`src/rtl/cart_loader_pkg.sv`:
```
// Shared types and constants for the cartridge/BIOS download loader.
package cart_loader_pkg;

  localparam logic [15:0] BIOS_BASE = 16'hE000;

  typedef enum logic [1:0] {
    IDLE,
    WRITE,
    READ
  } state_t;

  typedef struct packed {
    logic [15:0] addr;
    logic [7:0]  data;
  } fifo_entry_t;

  // BIOS images occupy the top 8 KiB; cart images map straight through.
  function automatic logic [15:0] map_addr(input logic is_cart, input logic [15:0] addr);
    logic [15:0] m;
    m = addr;
    if (!is_cart) m[15:13] = BIOS_BASE[15:13];
    return m;
  endfunction

endpackage

```
`src/rtl/cart_loader_fifo.sv`:
```
// Write buffer between the download port and SDRAM; pointers carry one extra wrap bit.
module cart_loader_fifo
  import cart_loader_pkg::*;
#(
  parameter int unsigned DEPTH = 4
) (
  input  logic        clk_sys,
  input  logic        reset,
  input  logic        push,
  input  fifo_entry_t din,
  input  logic        pop,
  output fifo_entry_t dout,
  output logic        full,
  output logic        empty
);

  localparam int unsigned AW = $clog2(DEPTH);

  fifo_entry_t mem [DEPTH];
  logic [AW:0] wr_ptr;
  logic [AW:0] rd_ptr;

  always_ff @(posedge clk_sys) begin
    if (reset) begin
      wr_ptr <= '0;
      rd_ptr <= '0;
      mem    <= '{default: '0};
    end else begin
      if (push && !full) begin
        mem[wr_ptr[AW-1:0]] <= din;
        wr_ptr              <= wr_ptr + 1'b1;
      end
      if (pop && !empty) rd_ptr <= rd_ptr + 1'b1;
    end
  end

  assign empty = (wr_ptr == rd_ptr);
  assign full  = (wr_ptr[AW] != rd_ptr[AW]) && (wr_ptr[AW-1:0] == rd_ptr[AW-1:0]);
  assign dout  = mem[rd_ptr[AW-1:0]];

endmodule

```
`src/rtl/cart_loader.sv`:
```
// Download-to-SDRAM loader with core-reset and logo-skip timers.
// Optional byte checksum on cart_sum when CART_LOADER_CHECKSUM_EN is defined.
module cart_loader
  import cart_loader_pkg::*;
#(
  parameter int unsigned FIFO_DEPTH   = 4,
  parameter int unsigned RESET_CYCLES = 1000,
  parameter int unsigned SKIP_DELAY   = 5000000
) (
  input  logic        clk_sys,
  input  logic        reset,
  input  logic        ioctl_download,
  input  logic [7:0]  ioctl_index,
  input  logic        ioctl_wr,
  input  logic [24:0] ioctl_addr,
  input  logic [7:0]  ioctl_dout,
  input  logic        cart_rd,
  input  logic [15:0] cart_addr,
  input  logic        user_reset,
  input  logic        skip_logo,
  output logic [15:0] mem_addr,
  output logic [7:0]  mem_din,
  output logic        mem_we,
  output logic        mem_rd,
  input  logic        mem_ack,
  output logic        core_reset,
  output logic        overflow,
  output logic [15:0] cart_sum
);

  localparam logic [15:0] RST_LOAD  = 16'(RESET_CYCLES);
  localparam logic [31:0] SKIP_LOAD = 32'(SKIP_DELAY);

  fifo_entry_t fifo_in;
  fifo_entry_t head;
  logic        fifo_full;
  logic        fifo_empty;
  logic        push;
  logic        pop;
  logic        drop;
  logic        download_q;
  logic        dl_rise;
  logic        skip_load;
  logic        skip_pulse;
  logic        reset_start;
  logic [15:0] rst_cnt;
  logic [31:0] skip_cnt;
  state_t      state;
  logic        unused_bits;

  assign unused_bits = ^{ioctl_index[7:1], ioctl_addr[24:16]};

  assign push      = ioctl_download & ioctl_wr;
  assign drop      = push & fifo_full;
  assign pop       = (state == WRITE) & mem_ack;
  assign dl_rise   = ioctl_download & ~download_q;
  assign skip_load = ioctl_download & skip_logo;
  assign fifo_in   = '{addr: map_addr(ioctl_index[0], ioctl_addr[15:0]), data: ioctl_dout};

  cart_loader_fifo #(
    .DEPTH(FIFO_DEPTH)
  ) u_fifo (
    .clk_sys(clk_sys),
    .reset  (reset),
    .push   (push),
    .din    (fifo_in),
    .pop    (pop),
    .dout   (head),
    .full   (fifo_full),
    .empty  (fifo_empty)
  );

  // Writes always win; reads only start once the download is over and the buffer is dry.
  always_ff @(posedge clk_sys) begin
    if (reset) begin
      state    <= IDLE;
      mem_addr <= '0;
      mem_din  <= '0;
      mem_we   <= 1'b0;
      mem_rd   <= 1'b0;
    end else begin
      case (state)
        IDLE: begin
          if (!fifo_empty) begin
            state    <= WRITE;
            mem_addr <= head.addr;
            mem_din  <= head.data;
            mem_we   <= 1'b1;
          end else if (!ioctl_download && cart_rd) begin
            state    <= READ;
            mem_addr <= cart_addr;
            mem_rd   <= 1'b1;
          end
        end
        WRITE: begin
          if (mem_ack) begin
            state  <= IDLE;
            mem_we <= 1'b0;
          end
        end
        READ: begin
          if (mem_ack) begin
            state  <= IDLE;
            mem_rd <= 1'b0;
          end
        end
        default: begin
          state  <= IDLE;
          mem_we <= 1'b0;
          mem_rd <= 1'b0;
        end
      endcase
    end
  end

  always_ff @(posedge clk_sys) begin
    if (reset) begin
      download_q  <= 1'b0;
      overflow    <= 1'b0;
      reset_start <= 1'b0;
      rst_cnt     <= '0;
      skip_cnt    <= '0;
      skip_pulse  <= 1'b0;
    end else begin
      download_q <= ioctl_download;
      if (dl_rise) overflow <= 1'b0;
      if (drop) overflow <= 1'b1;
      reset_start <= user_reset | ioctl_download | skip_pulse | ~fifo_empty;
      if (reset_start) rst_cnt <= RST_LOAD;
      else if (rst_cnt != '0) rst_cnt <= rst_cnt - 16'd1;
      if (skip_load) skip_cnt <= SKIP_LOAD;
      else if (skip_cnt != '0) skip_cnt <= skip_cnt - 32'd1;
      skip_pulse <= ~skip_load & (skip_cnt == 32'd1);
    end
  end

  assign core_reset = (rst_cnt != '0);

`ifdef CART_LOADER_CHECKSUM_EN
  logic [15:0] sum_q;

  always_ff @(posedge clk_sys) begin
    if (reset) sum_q <= '0;
    else if (dl_rise) sum_q <= '0;
    else if (pop) sum_q <= sum_q + {8'h00, head.data};
  end

  assign cart_sum = sum_q;
`else
  assign cart_sum = '0;
`endif

endmodule

```
`config.mk`:
```
export PLATFORM = sky130hd
export DESIGN_NAME = cart_loader
export DESIGN_NICKNAME = d
export VERILOG_FILES = /design/src/rtl/cart_loader_pkg.sv /design/src/rtl/cart_loader_fifo.sv /design/src/rtl/cart_loader.sv
export SDC_FILE = /design/constraint.sdc
export NUM_CORES = 1
export LEC_CHECK = 0
export CELL_PAD_IN_SITES_DETAIL_PLACEMENT = 0
export CELL_PAD_IN_SITES_GLOBAL_PLACEMENT = 1
export CORE_UTILIZATION = 37
export DETAILED_ROUTE_END_ITERATION = 10
export PLACE_DENSITY_LB_ADDON = 0.1
export SLEW_MARGIN = 20
export SYNTH_ARGS = -nofsm -noshare
export SYNTH_HDL_FRONTEND = slang
export SYNTH_SLANG_ARGS = --single-unit
```
`constraint.sdc`:
```
create_clock -name clk_sys -period 2.5 [get_ports clk_sys]
set_input_delay 0.75 -clock clk_sys [delete_from_list [all_inputs] [get_ports clk_sys]]
set_output_delay 0.75 -clock clk_sys [all_outputs]
set_load 0.005 [all_outputs]
```
==> impl_results.md <==
* Status: finished, violations left
* Failing checks: negative setup slack
* CTS root buffer: clkbuf_16
* Worst Path Arrival at between 1.5 and 2 ns
* Type of the worst setup path: register to primary output
* Leading area contributor after synthesis: dfxtp_1
* Hold Crit Class: register to register
* CP max stage delay at 0.53 ns
* Mapped Cells at 975
* Antenna-violating nets left at 0
* Worst clock skew at ~0.011 ns
* Drt wl/cell at 15.9 um
* Inserted Clock Buffers at 17
* Asr flop ratio synth at 0%
* Final Util at 47.2%
* RSZ-0062 raised after global routing: yes
* Layout Nets at 1146
* Pwr Density at 783 nW/um^2
* Slew @ Worst Pin at 0.626 ns
* Adder-Cell Fraction of Synth Area at 1.99%
* Wire length of the first global-routing pass at ~35000 um
* CP Max Fanout at 2
* Hold_buf cts at 0
* Share of Yosys cell area claimed by the top area cell type at 44.5%
* WL final at 21700 um
* Max-cap viol count at 0
* Area Overhead vs Synth at 25.3%
* Top post-synthesis cells by area: dfxtp_1 44%, nand2_1 11%, a21oi_1 7.5%, mux4_2 6.6%, nor2_1 3.1%
* Initial antenna violation count at 0
* Drt via density at 5.12
* Crit path required time at about 1.8 ns
* Clock sinks at between 150 and 200
* Via count at 6968
* CTS H-tree lvls at 4
* Total power at between 8 and 9 mW
* Vias in the first global route at 6555
* Most used DFF post-synth: dfxtp_1
* HPWL Detailed at 14100 um
* Multiplexer share of the synthesized area at 7.35%
* Clock Tree Buf Depth at 2
* Post-Synthesis Cell Area at 8190 um^2
* Worst setup SP type: register
* Layout cells sized above 1 at 13.7%
* Fin crit share at 109%
* Max rail drop VDD at around 0.45 mV
* Residual DRC count at 0
* Min cycle time layout at approximately 2.7 ns
* Clock-pin transition on the worst setup and hold timing paths at 0.07 ns
* Crit end category: primary output
* Syn Area/Cell at ~8.4 um^2
* Effective utilization at floorplan at 37.6%
* Slew headroom at 58.0%
* Full die area at 22700 um^2
* Max-slew violations at 0
* Max Clk Rate at 368 MHz
* Final global-route overflow total at 0
* CTS tree: built
* Setup Viol. Count Final at 1
* Initial DRC Count at about 370
* Clock Latency Late Sink at 0.43 ns
* Die Wd at around 150 um
* Cell variety after synth at 52
* Worst path slowest cell: or4_4
* Ant. Diodes at 0
* Main combinational cell family by area after synthesis: simple AND/OR/NAND/NOR gates
* Synthesis-stage register bit count at between 150 and 200
* DR pass1 iterations at 5
* DIE HEIGHT at 151 um
* Site Rows at between 50 and 60
* CP cell instances: or4_4 -> or3_4 -> or2_4 -> buf_6
* Sequential-to-total area share from yosys stat at between 40% and 50%
* Core area at 21800 um^2
* Largest net degree at the start of global routing at 71
* Buffers added on ports at 76
* Number of flops mapped to enable cells by yosys at 0
* Fin worst setup slack at -0.216 ns
* Yosys Warn Count at 0
* Pleak at 3.69 nW
* Simple-Gate Fraction of Synth Area at 23.2%
* Compound-Gate Fraction of Synth Area at 15.7%
* XOR/XNOR share of the synthesized area at 1.92%
* Gp weighted congestion at around 0.74
* Setup Fix Bufs, Post-CTS at 0
* Final Hold Viols at 0
* I/O Pins at 109
* Total track usage at 19.9%
==> cells by family after synthesis <==
family                   Yosys count
multiplexers                      30
XOR/XNOR                          18
flip-flops                       182
other                              1
buffers and inverters             99
AND/OR/NAND/NOR                  420
adder cells (fa/ha/maj)           13
AO/OA/AOI/OAI                    212
==> per-layer routing <==
metal	wire length [um]	part of all wire, %	up-vias	GRT usage (%)
li1	-	-	3566	-
met1	11000	51	3291	28.5
met2	9820	45	96	30.4
met3	637	2.9	15	3.64
met4	257	1.2	0	5.45
met5	0	0	-	0
==> report_power, final <==
part	switching, mW	total (mW)	internal [mW]
registers	0.140	3.24	3.10
clock network	1.21	2.92	1.72
logic	0.978	1.87	0.892
total	2.33	8.04	5.71
==> critical path: cells and delay by family, from the launching register on <==
kind / cells / cell delay (ns)
and+or+nand+nor: 3 / 1.11
DFF: 1 / 0.32
buffers and inverters: 1 / 0.11
==> layout by cell type, fill, tap and decap left out, drive strengths merged, types with 11 or more instances in the layout <==
master	count
a211oi	16
a21oi	123
a311oi	16
a31oi	14
buf	70
clkbuf	19
clkdlybuf4s50	74
conb	16
dfxtp	182
ha	13
inv	18
mux4	24
nand2	230
nand3	16
nor2	68
nor2b	12
nor3	13
nor4	11
o21ai	12
or3	17
or4	17
xor2	11
==> sequential cells by signal (all words and copies together), names as in the netlist, 2 cells and up <==
name,flops
mem_addr,16
mem_din,8
rst_cnt,16
skip_cnt,32
state,2
u_fifo.mem,96
u_fifo.rd_ptr,3
u_fifo.wr_ptr,3
==> path summary, 6_finish.rpt <==
| check | from | to | slack, ns | cells after the start |
|---|---|---|---|---|
| min | u_fifo.mem[8] | u_fifo.mem[8] | 0.45 | 2 |
| max reg2reg | skip_cnt[13] | skip_cnt[19] | 0.06 | 5 |
| max | rst_cnt[3] | core_reset | -0.22 | 4 |
| min reg2reg | u_fifo.mem[8] | u_fifo.mem[8] | 0.45 | 2 |
==> per-stage QoR <==
step	cell area, um^2	worst slack, ns	cells	hold slack, ns	TNS, ns
after global placement	9580	-0.173	1329	0.439	-0.173
final	10300	-0.216	1361	0.453	-0.216
after CTS	10200	-0.276	1361	0.454	-0.276
after floorplan	8250	0.00997	990	0.433	0
after detailed placement	9580	-0.165	1329	0.445	-0.165
after global routing	10300	-0.270	1361	0.470	-0.270
==> cell type report <==
class | count | area [um^2]
Fill cell | 2142 | 11500
Multi-Input combinational cell | 709 | 4220
Sequential cell | 182 | 3650
Timing Repair Buffer | 144 | 1360
Clock buffer | 19 | 443
Tap cell | 280 | 350
Clock inverter | 13 | 190
Inverter | 14 | 52.6
==> what timing repair did <==
action,4_1_cts,5_1_grt
resized for setup,7,9
setup endpoints to repair,1,22
endpoints found under the hold margin,0,0
pin swaps,2,2
==> synthesized netlist by cell type, types with 15 or more instances <==
master	number
nor2_1	68
or3_1	17
a211oi_1	16
nand3_1	16
dfxtp_1	182
or4_1	15
clkbuf_1	56
buf_4	16
nand2_1	230
a21oi_1	123
a311oi_1	16
mux4_2	24
(Power assumes the default switching activity.)
